--- src/rtl/mem_arb_pkg.sv ---
// Shared types for the two-master memory arbiter: FSM encoding, latched request and read-latency bounds.
package mem_arb_pkg;

  localparam int MAX_READ_LAT = 4;
  localparam int CNT_W        = $clog2(MAX_READ_LAT);

  typedef enum logic [1:0] {
    S_IDLE   = 2'd0,
    S_ACCESS = 2'd1,
    S_WAIT   = 2'd2
  } state_t;

  typedef struct packed {
    logic [31:0] addr;
    logic        ren;
    logic [31:0] wdata;
    logic [3:0]  wmask;
  } req_t;

endpackage

--- src/rtl/arb_rr2.sv ---
// Two-input selector: round-robin on the last-grant pointer, or master 0 always wins when FIXED_PRIO != 0.
// Selection is combinational; the pointer moves only when the caller takes the grant.
module arb_rr2 #(
  parameter int FIXED_PRIO = 0
) (
  input  logic       clk,
  input  logic       rst_n,
  input  logic [1:0] req,
  input  logic       take,
  output logic       any,
  output logic       sel
);

  logic last;

  always_comb begin
    any = |req;
    sel = 1'b0;
    if (req[1] && !req[0]) begin
      sel = 1'b1;
    end else if (req[1] && req[0]) begin
      sel = (FIXED_PRIO != 0) ? 1'b0 : ~last;
    end
  end

  // Pointer resets to master 1 so the first tie after reset goes to master 0.
  always_ff @(posedge clk or negedge rst_n) begin
    if (!rst_n) begin
      last <= 1'b1;
    end else if (take && any) begin
      last <= sel;
    end
  end

endmodule

--- src/rtl/mem_arbiter.sv ---
// Arbitrates two masters onto one memory port: gnt one cycle after a request seen in IDLE,
// read data READ_LAT cycles after the grant; a losing master simply holds its request.
module mem_arbiter
  import mem_arb_pkg::*;
#(
  parameter int READ_LAT   = 1,
  parameter int FIXED_PRIO = 0
) (
  input  logic        clk,
  input  logic        rst_n,
  input  logic        m0_req,
  input  logic [31:0] m0_addr,
  input  logic        m0_ren,
  input  logic [31:0] m0_wdata,
  input  logic [3:0]  m0_wmask,
  output logic        m0_gnt,
  output logic        m0_rvalid,
  output logic [31:0] m0_rdata,
  input  logic        m1_req,
  input  logic [31:0] m1_addr,
  input  logic        m1_ren,
  input  logic [31:0] m1_wdata,
  input  logic [3:0]  m1_wmask,
  output logic        m1_gnt,
  output logic        m1_rvalid,
  output logic [31:0] m1_rdata,
  output logic [31:0] mem_addr,
  output logic        mem_ren,
  output logic [31:0] mem_wdata,
  output logic [3:0]  mem_wmask,
  input  logic [31:0] mem_rdata
);

  localparam logic [CNT_W-1:0] CNT_INIT = CNT_W'(READ_LAT - 1);

  state_t           state, state_nxt;
  logic [CNT_W-1:0] cnt;
  logic             owner;
  req_t             lat;
  req_t             m0_in, m1_in;
  logic             take, any, sel, last_wait;

  assign m0_in = '{addr: m0_addr, ren: m0_ren, wdata: m0_wdata, wmask: m0_wmask};
  assign m1_in = '{addr: m1_addr, ren: m1_ren, wdata: m1_wdata, wmask: m1_wmask};

  arb_rr2 #(.FIXED_PRIO(FIXED_PRIO)) u_arb (
    .clk  (clk),
    .rst_n(rst_n),
    .req  ({m1_req, m0_req}),
    .take (take),
    .any  (any),
    .sel  (sel)
  );

  assign last_wait = (state == S_WAIT) && (cnt == '0);

  always_ff @(posedge clk or negedge rst_n) begin
    if (!rst_n) begin
      state <= S_IDLE;
      cnt   <= '0;
      owner <= 1'b0;
      lat   <= '0;
    end else begin
      state <= state_nxt;
      if (state == S_ACCESS) begin
        cnt <= CNT_INIT;
      end else if (state == S_WAIT && cnt != '0) begin
        cnt <= cnt - 1'b1;
      end
      if (take) begin
        owner <= sel;
        lat   <= sel ? m1_in : m0_in;
      end
    end
  end

  always_comb begin
    state_nxt = state;
    take      = 1'b0;
    m0_gnt    = 1'b0;
    m1_gnt    = 1'b0;
    m0_rvalid = 1'b0;
    m1_rvalid = 1'b0;
    m0_rdata  = '0;
    m1_rdata  = '0;
    mem_ren   = 1'b0;
    mem_wmask = 4'h0;
    case (state)
      S_IDLE: begin
        if (any) begin
          take      = 1'b1;
          state_nxt = S_ACCESS;
        end
      end
      S_ACCESS: begin
        m0_gnt    = ~owner;
        m1_gnt    = owner;
        mem_wmask = lat.wmask;
        mem_ren   = lat.ren && (lat.wmask == 4'h0);
        state_nxt = mem_ren ? S_WAIT : S_IDLE;
      end
      S_WAIT: begin
        if (last_wait) begin
          m0_rvalid = ~owner;
          m1_rvalid = owner;
          m0_rdata  = owner ? 32'h0 : mem_rdata;
          m1_rdata  = owner ? mem_rdata : 32'h0;
          take      = any;
          state_nxt = any ? S_ACCESS : S_IDLE;
        end
      end
      default: state_nxt = S_IDLE;
    endcase
  end

  // Address and data stay on the latched request between accesses.
  assign mem_addr  = lat.addr;
  assign mem_wdata = lat.wdata;

endmodule

--- config.mk ---
export PLATFORM = sky130hd
export DESIGN_NAME = mem_arbiter
export DESIGN_NICKNAME = d
export VERILOG_FILES = /design/src/rtl/mem_arb_pkg.sv /design/src/rtl/arb_rr2.sv /design/src/rtl/mem_arbiter.sv
export SDC_FILE = /design/constraint.sdc
export NUM_CORES = 1
export LEC_CHECK = 0
export CELL_PAD_IN_SITES_DETAIL_PLACEMENT = 0
export CELL_PAD_IN_SITES_GLOBAL_PLACEMENT = 2
export CORE_MARGIN = 8
export CORE_UTILIZATION = 20
export DETAILED_ROUTE_END_ITERATION = 12
export PLACE_DENSITY_LB_ADDON = 0.1
export SLEW_MARGIN = 20
export SYNTH_ARGS = -nofsm -noshare
export SYNTH_HDL_FRONTEND = slang
export SYNTH_HIERARCHICAL = 1
export SYNTH_SLANG_ARGS = --single-unit
--- constraint.sdc ---
create_clock -name clk -period 1.6 [get_ports clk]
set_input_delay 0.32 -clock clk [delete_from_list [all_inputs] [get_ports clk]]
set_output_delay 0.32 -clock clk [all_outputs]
set_load 0.02 [all_outputs]
**After elaboration in Yosys (flattened, before gate mapping)**

Cells that the tools add are included.

- Bits in registers: 75
- Output and inout bits: 137
- Word-level logic and storage cells: 56

- $add $sub $neg: 1
- Equality and inequality tests: 4
- Mux-type cells: 27
- Bitwise logic cells: 2
- Reduce and logical (&&, ||, !) cells: 14

Operator list:

| operator | number |
|---|---|
| 32-bit 2-to-1 mux | 6 |
| 69-bit 2-to-1 mux | 1 |
| 1-bit 2-to-1 mux | 12 |
| 2-bit 2-to-1 mux | 5 |
| 1-bit logical AND | 6 |
| 2-bit case mux with 3 select lines | 1 |
| 2-bit zero test | 2 |
| 4-bit zero test | 1 |
| 4-bit 2-to-1 mux | 1 |
| 2-bit != test (second input constant) | 2 |
| 2-bit nonzero test | 2 |
| 2-bit by 1-bit equality test with 1-bit output (second input constant) | 1 |
| 2-bit equality test (second input constant) | 1 |
| 1-bit NOT | 2 |
| 1-bit case mux with 2 select lines | 1 |
| 2-bit AND reduction | 1 |
| 2-bit OR reduction | 1 |
| 2-bit by 1-bit subtractor with 2-bit output (second input constant) | 1 |
| 1-bit zero test | 1 |

**Logic depth before layout (Yosys ltp)**

- Word-level depth: 5
- Depth in mapped cells: 8

**Cells and area by module**

The synthesis kept the hierarchy.

By module, submodules not included:

| module | instances | cells an instance | area an instance (µm²) | seq. area each (µm²) |
|---|---|---|---|---|
| mem_arbiter | 1 | 392 | 4983.5 | 1851.8 |
| arb_rr2 | 1 | 5 | 51.3 | 26.3 |

**Least setup slack after synthesis**

OpenSTA, ideal clock, no wires.

- Path kind: flip-flop to output port
- Start: register cnt[0]
- End: output m0_rdata[16]
- Arrival: 1.516 ns
- Path slack: -0.236 ns
- Stages on the path, launching flop included: 6
- Cell sequence: dfrtp_1 > inv_1 > ha_1 > nor4b_4 > buf_2 > and2_1

- Cells in the longest elaborated chain, start to end: 4

Ends and longest elaborated chain:

| what | line | text |
|---|---|---|
| start: declaration | mem_arbiter.sv:37 | `logic [CNT_W-1:0] cnt;` |
| start signal: assignment | mem_arbiter.sv:68 | `cnt <= cnt - 1'b1;` |
| 2-bit zero test | mem_arbiter.sv:55 | `assign last_wait = (state == S_WAIT) && (cnt == '0);` |
| 1-bit logical AND | mem_arbiter.sv:55 |  |
| 32-bit 2-to-1 mux | mem_arbiter.sv:103 | `if (last_wait) begin` |
| 32-bit 2-to-1 mux | mem_arbiter.sv:88 | `case (state)` |
| end: declaration | mem_arbiter.sv:18 | `output logic [31:0] m0_rdata,` |

Every way passes these cells.

**Final worst setup path**

- Start: register cnt[0]
- End: output m0_rdata[26]

Same word-level chain as after synthesis.

==> impl_metrics.json <==
{
  "synth_area_um2": 5030,
  "antenna_found_initial": 0,
  "dr.pass1.iters": 4,
  "grt_max_degree": 34,
  "chipHeight_um": 175,
  "yosysWarnings": 6,
  "clkTransAtPathRegs_ns": 0.07,
  "maxCapViolCount": 0,
  "rsz0062_at_grt": "yes",
  "cts.sinks": 75,
  "fin_nets": 882,
  "wire_per_inst_um": 18.3,
  "drt_iter0_markers": 63,
  "avgSynthCellArea_um2": 12.7,
  "seq_area_frac_synth_pct": 37.3,
  "power.share.clock_pct": 25.0,
  "vias_per_cell": 3.84,
  "worstMarginPinSlew_ns": 0.383,
  "status": "complete, but fails checks",
  "grt_pass1_wl_um": 28100,
  "cts_tree": "built",
  "core-area_um2": 25000,
  "synth_compound_area_share_pct": 0.969,
  "dp_hpwl_um": 14000,
  "max_freq_mhz": 469,
  "vias": 4005,
  "cp_data_arrival_time_ns": 1.81,
  "cellPowerDensity_nw_per_um2": 878,
  "critPathLaunchType": "flip-flop",
  "p_total_w": 0.00828,
  "ys_types": 31,
  "violations": "negative setup slack",
  "fin_tns_setup_ns": -51.00,
  "p_sw_share_pct": 31.5,
  "start_util_pct": 20.2,
  "skew_ns": 0.00762,
  "drive_gt1_share_pct": 53.7,
  "die-area_um2": 30500,
  "final_common_cell": "clkdlybuf4s50_1",
  "hold_class": "in2async",
  "gp_congestion": 0.880,
  "drv_slew": 0,
  "fin_crit_sh_pct": 133,
  "synth-seq-cells": 75,
  "slew_headroom_pct": 74.5,
  "holdWs_ns": 0.430,
  "diodes": 0,
  "synthMuxAreaShare_pct": 36.4,
  "ys.flop_type": "dfrtp_1",
  "portBuffers": 310,
  "track_usage_pct": 11.9,
  "synth_top_family_by_area": "multiplexers",
  "syn2layout_area_growth_pct": 87.4,
  "peakVddDrop_mv": 0.498,
  "hold_viol": 0,
  "min_period_ns": 2.13,
  "synth_fa_ha_area_share_pct": 0.249,
  "dieWidth_um": 175,
  "synth_nets": 572,
  "synth-edff-count": 0,
  "final-setup-viol-count": 144,
  "clk_path_buf_depth": 2,
  "cts_root_buf": "clkbuf_16",
  "yosys.area_share.simple_pct": 11.0,
  "route.detailed.drc": 0,
  "cts_buffers": 9,
  "internal-power_w": 0.00567,
  "endpoint_kind": "primary output",
  "final_cell_mix": "172 x clkdlybuf4s50_1, 86 x buf_6, 74 x dfrtp_1, 70 x mux2_2, 69 x mux2_4",
  "grt_pass1_vias": 4586,
  "synth_xor_area_share_pct": 0,
  "power_frac_seq_pct": 31.3,
  "h-tree-depth": 3,
  "path_class": "reg2out",
  "drt-total-wl_um": 19000,
  "async_flop_share_pct": 100,
  "synthCells": 397,
  "clock_latency_ns": 0.34,
  "rows": 58,
  "worstPathRequired_ns": 1.28,
  "drt.antenna.violating_nets": 0,
  "cp_max_fo": 8,
  "io_pins": 311,
  "gr-total-overflow": 0,
  "fin_ws_ns": -0.533,
  "leakage_nw": 4.24,
  "switchingPower_w": 0.00261,
  "power_frac_comb_pct": 43.7
}
-- path summary, 6_finish.rpt --
kind | from | endpoint | slack [ns] | cells after the start
worst min register to register | mem_addr[23] | mem_addr[23] | 0.50 | 1
worst min-delay path | rst_n | mem_wdata[27] | 0.43 | 2
max in group asynchronous | rst_n | u_arb/last | 0.64 | 3
min in group clk | mem_addr[23] | mem_addr[23] | 0.50 | 1
worst max register to register | cnt[0] | mem_wdata[11] | -0.36 | 9
worst max-delay path | cnt[0] | m0_rdata[26] | -0.53 | 7
-- area by class of cell --
| cell class | count | area (um2) |
|---|---|---|
| well taps | 330 | 413 |
| multi-input cells | 232 | 2660 |
| fillers | 2427 | 15500 |
| inverters | 3 | 11.3 |
| flip-flops and latches | 75 | 1880 |
| repair buffers | 386 | 4180 |
| clock inverters | 6 | 66.3 |
| clock buffers | 10 | 229 |
-- cell families after synthesis --
| logic type | count (synthesis) |
|---|---|
| AO/OA/AOI/OAI | 8 |
| AND/OR/NAND/NOR | 83 |
| buffers and inverters | 90 |
| multiplexers | 140 |
| flip-flops | 75 |
| adder cells (fa/ha/maj) | 1 |
-- sequential cells by signal, indices dropped and copies added, names as in the netlist --
register    cells
lat             5
cnt             2
mem_addr       32
mem_wdata      32
u_arb/last      1
state           2
owner           1
-- power groups by stage --
stage | Combinational, W | Clock [W] | Sequential [W]
final | 0.00362 | 0.00207 | 0.00260
after global placement | 0.00360 | 0 | 0.00264
after CTS | 0.00368 | 0.00217 | 0.00260
after detailed placement | 0.00359 | 0 | 0.00263
after floorplan | 0.00245 | 0 | 0.00257
after global routing | 0.00384 | 0.00226 | 0.00266
-- critical path, stage by stage (launching register included) --
cell       delay [ns]
dfrtp_1          0.39
inv_2            0.08
ha_4             0.13
nor4b_4          0.27
buf_4            0.21
clkbuf_16        0.15
and2_4           0.13
buf_6            0.11
-- per-stage QoR --
step	instance area (um2)	cells	setup slack (ns)	utilization, %
detailed placement	8330	980	-0.564	33.4
global route	9440	1042	-0.637	37.8
floorplan	5180	397	-0.0355	-
finish	9440	1042	-0.533	37.8
CTS	9140	1030	-0.550	36.6
global placement	8330	980	-0.547	33.4
-- cell usage after synthesis, types with 2 or more instances --
cell type	number	area, um2
a21oi_1	2	10.0
and2_1	69	432
and4b_1	2	20.0
buf_12	7	140
buf_2	5	25.0
buf_4	64	480
clkbuf_1	8	30.0
clkbuf_2	2	10.0
dfrtp_1	74	1850
inv_1	3	11.3
mux2_2	70	788
mux2_4	69	1040
nand2_1	2	7.51
nor3b_1	2	15.0
o21ai_0	2	10.0
-- metal layers --
layer / track usage (%) / share of wire, %
met1: 13.0 / 39
met2: 20.3 / 49
met3: 6.09 / 11
met4: 2.65 / 1.4
met5: 0 / 0
-- repair_timing --
action	CTS	global route
gates cloned	10	4
pin swaps	5	26
endpoints found under the hold margin	23	0
resized for setup	499	88
buffers inserted	23	14
setup endpoints to repair	207	144
hold buffers	1	0
Note: power is estimated with default switching activity, not from simulation.
